`config.mk`:
```
export PLATFORM = sky130hd
export DESIGN_NAME = rr_mux_arbiter_flat
export DESIGN_NICKNAME = d
export VERILOG_FILES = /design/src/rtl/rr_mux_arbiter_if.sv /design/src/rtl/rr_mux_arbiter.sv /design/src/flat_wrapper.sv
export SDC_FILE = /design/constraint.sdc
export NUM_CORES = 1
export LEC_CHECK = 0
export BUFFER_PORTS_ARGS = -buffer_cell sky130_fd_sc_hd__buf_4
export CORE_ASPECT_RATIO = 1.1
export CORE_MARGIN = 8
export CORE_UTILIZATION = 25
export DETAILED_ROUTE_END_ITERATION = 8
export HOLD_SLACK_MARGIN = 0.15
export PLACE_DENSITY = 0.43
export SLEW_MARGIN = 10
export SYNTH_ARGS = -nofsm -noshare
export SYNTH_HDL_FRONTEND = slang
export SYNTH_SLANG_ARGS = --single-unit
```
`constraint.sdc`:
```
create_clock -name clk -period 6.8 [get_ports clk]
set_clock_uncertainty 0.1 [all_clocks]
set_input_delay 0.68 -clock clk [delete_from_list [all_inputs] [get_ports clk]]
set_output_delay 0.68 -clock clk [all_outputs]
set_load 0.01 [all_outputs]
```
`src/rtl/rr_mux_arbiter_if.sv`:
```
// Channel bundle between N requesters and the round-robin mux arbiter.
// master drives requests and data; slave (the arbiter) returns grant,
// select and the muxed channel.
interface rr_mux_arbiter_if #(
  parameter int N = 3,
  parameter int W = 2
);
  logic [N-1:0]   req;
  logic [N*W-1:0] idata;
  logic [N-1:0]   gnt;
  logic [1:0]     sel;
  logic [W-1:0]   odata;
  logic           ovalid;
  logic           busy;

  modport master (
    output req, idata,
    input  gnt, sel, odata, ovalid, busy
  );

  modport slave (
    input  req, idata,
    output gnt, sel, odata, ovalid, busy
  );
endinterface

```
`src/rtl/rr_mux_arbiter.sv`:
```
// Round-robin arbiter driving the select of an N:1 W-bit mux.
// Grant/select are registered; an owner's tenure is capped at MAX_BURST
// cycles whenever another requester is waiting. Handover is gap-free.

// Per-requester slice of the AND-OR output mux: passes this requester's
// data only when it is the granted, still-requesting owner.
module rr_mux_lane #(
  parameter int W   = 2,
  parameter int IDX = 0
) (
  input  logic         busy_i,
  input  logic [1:0]   sel_i,
  input  logic         req_i,
  input  logic [W-1:0] data_i,
  output logic         hit_o,
  output logic [W-1:0] data_o
);
  // Lane is live when it owns the channel and is still requesting.
  always_comb begin
    hit_o  = busy_i & req_i & (sel_i == 2'(IDX));
    data_o = hit_o ? data_i : '0;
  end
endmodule

module rr_mux_arbiter #(
  parameter int N         = 3,
  parameter int W         = 2,
  parameter int MAX_BURST = 4
) (
  input  logic            clk,
  input  logic            rst,
  rr_mux_arbiter_if.slave bus
);

  typedef enum logic {IDLE, OWN} state_t;

  state_t       state_q, state_d;
  logic [3:0]   cnt_q,   cnt_d;
  logic [1:0]   ptr_q,   ptr_d;
  logic [1:0]   sel_q,   sel_d;
  logic [N-1:0] gnt_q,   gnt_d;

  logic         found_any;
  logic [1:0]   found_idx;
  logic [N-1:0] found_oh;
  logic [1:0]   found_nxt;
  logic [N-1:0] sel_oh;
  logic         own_req;
  logic         others;
  int unsigned  scan_idx;

  logic [N-1:0]        lane_hit;
  logic [N-1:0][W-1:0] lane_data;

  // Rotating search: first requester at or after ptr, modulo N. The loop
  // runs from the far end back so the nearest hit is the last one written.
  always_comb begin
    found_any = 1'b0;
    found_idx = '0;
    scan_idx  = 0;
    for (int k = N - 1; k >= 0; k--) begin
      scan_idx = (32'(ptr_q) + 32'(k)) % 32'(N);
      if (bus.req[scan_idx]) begin
        found_any = 1'b1;
        found_idx = 2'(scan_idx);
      end
    end
  end

  // One-hot forms of the search result and current owner, plus the
  // pointer value that would follow a grant to the search result.
  always_comb begin
    for (int i = 0; i < N; i++) begin
      found_oh[i] = (found_idx == 2'(i));
      sel_oh[i]   = (sel_q == 2'(i));
    end
    own_req   = |(bus.req & sel_oh);
    others    = |(bus.req & ~sel_oh);
    found_nxt = (found_idx == 2'(N - 1)) ? 2'd0 : found_idx + 2'd1;
  end

  // Next-state: grant from IDLE, release/preempt handover, or hold with a
  // saturating tenure count. Since ptr sits one past the owner, a search
  // with other requesters present never lands back on the owner.
  always_comb begin
    state_d = state_q;
    cnt_d   = cnt_q;
    ptr_d   = ptr_q;
    sel_d   = sel_q;
    gnt_d   = gnt_q;
    unique case (state_q)
      IDLE: begin
        if (found_any) begin
          state_d = OWN;
          gnt_d   = found_oh;
          sel_d   = found_idx;
          cnt_d   = 4'd1;
          ptr_d   = found_nxt;
        end
      end
      OWN: begin
        if (!own_req && !others) begin
          // Released with nobody waiting: park, sel keeps last owner.
          state_d = IDLE;
          gnt_d   = '0;
          cnt_d   = '0;
        end else if (!own_req || (cnt_q == 4'(MAX_BURST) && others)) begin
          gnt_d = found_oh;
          sel_d = found_idx;
          cnt_d = 4'd1;
          ptr_d = found_nxt;
        end else if (cnt_q != 4'(MAX_BURST)) begin
          cnt_d = cnt_q + 4'd1;
        end
      end
      default: state_d = IDLE;
    endcase
  end

  // State registers; reset wins over everything, including mid-burst.
  always_ff @(posedge clk) begin
    if (rst) begin
      state_q <= IDLE;
      cnt_q   <= '0;
      ptr_q   <= '0;
      sel_q   <= '0;
      gnt_q   <= '0;
    end else begin
      state_q <= state_d;
      cnt_q   <= cnt_d;
      ptr_q   <= ptr_d;
      sel_q   <= sel_d;
      gnt_q   <= gnt_d;
    end
  end

  generate
    for (genvar i = 0; i < N; i++) begin : g_lane
      rr_mux_lane #(.W(W), .IDX(i)) u_lane (
        .busy_i (state_q == OWN),
        .sel_i  (sel_q),
        .req_i  (bus.req[i]),
        .data_i (bus.idata[i*W +: W]),
        .hit_o  (lane_hit[i]),
        .data_o (lane_data[i])
      );
    end
  endgenerate

  // OR-combine the lanes: at most one lane is live, all others give zero.
  always_comb begin
    bus.odata = '0;
    for (int i = 0; i < N; i++) bus.odata = bus.odata | lane_data[i];
    bus.ovalid = |lane_hit;
    bus.gnt    = gnt_q;
    bus.sel    = sel_q;
    bus.busy   = (state_q == OWN);
  end

endmodule

```
`src/flat_wrapper.sv`:
```
// flat-port wrapper written by rule: the top's interface ports become plain ports
module rr_mux_arbiter_flat 
#(
  parameter int N         = 3,
  parameter int W         = 2,
  parameter int MAX_BURST = 4
)
  (clk, rst, bus_req, bus_idata, bus_gnt, bus_sel, bus_odata, bus_ovalid, bus_busy);
  rr_mux_arbiter_if #(.N(N), .W(W)) bus_i ();
  input  logic clk;
  input  logic rst;
  input wire logic [$bits(bus_i.req)-1:0] bus_req;
  input wire logic [$bits(bus_i.idata)-1:0] bus_idata;
  output wire logic [$bits(bus_i.gnt)-1:0] bus_gnt;
  output wire logic [$bits(bus_i.sel)-1:0] bus_sel;
  output wire logic [$bits(bus_i.odata)-1:0] bus_odata;
  output wire logic [$bits(bus_i.ovalid)-1:0] bus_ovalid;
  output wire logic [$bits(bus_i.busy)-1:0] bus_busy;
  assign bus_i.req = bus_req;
  assign bus_i.idata = bus_idata;
  assign bus_gnt = bus_i.gnt;
  assign bus_sel = bus_i.sel;
  assign bus_odata = bus_i.odata;
  assign bus_ovalid = bus_i.ovalid;
  assign bus_busy = bus_i.busy;
  rr_mux_arbiter #(.N(N), .W(W), .MAX_BURST(MAX_BURST)) u_core (.clk(clk), .rst(rst), .bus(bus_i));
endmodule
```
==> flow_summary.toml <==
[finish]
final_cells = 179
antenna_cells = 0
drive_above_1_share = 0.256
fill_cells = 425
nNetsFinal = 146
area_growth_pct = 23.1
multi_input_comb_area_um2 = 584
regArea_um2 = 240

[timing]
setup_viol = 0
fin_setup_tns_ns = 0
tightestPinTransition_ns = 0.654
period_minus_slack_ns = 2.47
max_freq_ghz = 0.405
slew_headroom = 0.560
rsz0062_at_grt = "no"
hold_viol = 0
finalCritPeriodShare = 0.363
timing.hold.ws_ns = 0.360
final_max_slew_viol_count = 0

[clocking]
cts-buffers-inserted = 3
post_cts_buffers = 0
tritoncts = "built"
cts_htree_levels = 1
holdBufCountCts = 0
cts_buffer_depth = 2
clk_latency_ns = 0.23
cts_root_buf = "clkbuf_8"
clkSinkCount = 12
cts.repair.resized = 0
path_clk_slew_ns = 0.05

[power_and_ir_drop]
internal_power_uw = 230
switching_share = 0.404
max-vdd-ir-drop_v = 0.000163
p_seq_frac = 0.287
comb_power_share = 0.520
leakage_uw = 0.000460
p_sw_uw = 156
clockPowerShare = 0.193
p_per_area_nw_per_um2 = 342

[synth]
netlist_top_cells_area = "dfxtp_1, ha_1, mux2i_1"
yosys.area.top_type = "dfxtp_1"
ys.flop_type = "dfxtp_1"
synth_top_area_share = 0.263
synthTopCellsByCount = "nand2_1, dfxtp_1, inv_1, nor2_1"
syn_nets = 128
yosysWarnings = 0
synth.distinct_cells = 40
avgSynthCellArea_um2 = 8.17
syn_area_um2 = 915
synth_seq_cells = 12
syn-instance-count = 112
synth.most_common_cell = "nand2_1"
synth_edf_count = 0
synth-seq-area-share = 0.263
synth-async-reset-ratio = 0

[floorplanning]
ioPinCount = 20
initial_core_util = 0.256
design.core.area_um2 = 3570
die_h_um = 79.4
die_x_um = 73.7
dieArea_um2 = 5850
fp-row-count = 23

[place]
placedCellCount = 175
dpl.hpwl_mm = 1.75
place_congestion = 0.823
port-buffer-count = 19

[detailed_routing]
vias = 835
drc_errors = 0
drtIter0Drc = 57
wl_per_cell_um = 12.5
first_pass_iters = 4
totalWireLength_mm = 2.24
drt-vias-per-instance = 4.66
drtAntennaViolNets = 0

[critical_path]
r2r_slack_ns = 4.33
cp_max_fo = 12
worstReg2RegStart = "u_core.ptr_q[1]"
cp_cell_sequence = "inv_1, ha_1, a22o_1, a211o_1, a2111oi_4, a21oi_2, a32o_1"
startpoint_type = "register"
crit_arrival_ns = 2.49
cp_top_family = "compound AO/OA/AOI/OAI gates"
crit_slowest_cell = "a2111oi_4"
rr_endpoint = "u_core.bus.gnt[2]"
reg2reg_depth = 7
crit_type = "register to register"
crit_buf_inv = 1
crit_required_ns = 6.82
end_kind = "register"
cpPeakStageDelay_ns = 0.49

[worst_hold_path]
worstHoldStart = "u_core.bus.gnt[0]"
holdPathEnd = "u_core.bus.gnt[0]"
hold_path_depth = 1
holdCritPathClass = "register to register"

[global_routing]
track_usage = 0.0798
grt_max_degree = 13
grt_overflow = 0
grt_pass1_vias = 820
antenna_found_initial = 0
grt_pass1_wl_mm = 3.77

[run]
cap_violations = 0

[status]
outcome = "completed"
state kept, by name, summed over array words and instances, names as in the netlist:
register / flops
u_core.ptr_q: 2
u_core.bus.sel: 2
u_core.cnt_q: 4
u_core.bus.gnt: 3
u_core.bus.busy: 1
power groups by stage:
stage / Clock (µW) / Combinational [µW] / Sequential, µW
CTS: 77.3 / 202 / 111
detailed placement: 0 / 201 / 112
global placement: 0 / 201 / 113
finish: 74.4 / 200 / 111
global route: 82.1 / 224 / 114
floorplan: 0 / 147 / 110
worst max-delay path by stage:
stage,startpoint,to,slack (ns),cells past startpoint
3_5_place_dp,bus_req[2],u_core.bus.gnt[2],4.30,6
3_3_place_gp,bus_req[2],u_core.bus.gnt[1],4.29,6
6_report,u_core.ptr_q[1],u_core.bus.gnt[2],4.33,7
4_1_cts,u_core.ptr_q[1],u_core.bus.gnt[2],4.31,7
5_1_grt,u_core.ptr_q[0],u_core.bus.gnt[0],4.11,7
2_1_floorplan,bus_req[2],u_core.bus.gnt[1],4.48,6
worst register-to-register path: cells and delay by family, from the launching register on:
family	cells	cell delay (ns)
adder cells (fa/ha/maj)	1	0.32
buffers and inverters	1	0.06
flip-flops	1	0.36
AO/OA/AOI/OAI	5	1.51
kinds of logic after synthesis:
| group | Yosys count | share of synthesized area |
|---|---|---|
| buf+inv | 17 | 0.0985 |
| fa+ha+maj | 5 | 0.0684 |
| simple gates | 42 | 0.238 |
| flops | 12 | 0.263 |
| compound gates | 31 | 0.278 |
| mux | 5 | 0.0547 |
metal layers:
layer | up-vias | global-route usage | share of wire
met5 | - | 0 | 0
met4 | 0 | 0.0120 | 0.0040
met3 | 2 | 0.0264 | 0.031
met2 | 9 | 0.144 | 0.51
met1 | 387 | 0.0893 | 0.45
li1 | 437 | - | -
layout by cell type (no fill, tap or decap), drive strengths merged:
cell,instances
buf,19
nand2,13
dfxtp,12
inv,11
nor2,11
a21oi,7
mux2i,5
ha,5
nor3,4
a211oi,4
clkbuf,4
o21ai,4
nor4,2
nor4b,2
a22oi,2
nand3b,2
o221ai,2
a32o,2
nand2b,2
o21a,1
o311a,1
and3b,1
a22o,1
a211o,1
a2111oi,1
a21o,1
nand3,1
and2,1
nor2b,1
o211ai,1
o2111ai,1
or3,1
a21boi,1
or2,1
o2bb2ai,1
through the flow:
| step | util | setup slack [ns] | total power, µW | cell area (µm²) |
|---|---|---|---|---|
| after CTS | 0.316 | 4.31 | 390 | 1130 |
| after floorplan | - | 4.48 | 257 | 915 |
| after detailed placement | 0.300 | 4.30 | 313 | 1070 |
| after global routing | 0.316 | 4.11 | 420 | 1130 |
| after global placement | 0.300 | 4.29 | 314 | 1070 |
| final | 0.316 | 4.33 | 385 | 1130 |
layout make-up:
class	count	area share
multi-input cells	83	0.519
well taps	50	0.0556
inverters	11	0.0367
repair buffers	19	0.127
clock buffers	4	0.0489
flip-flops and latches	12	0.213
Note: power is estimated with default switching activity, not from simulation.
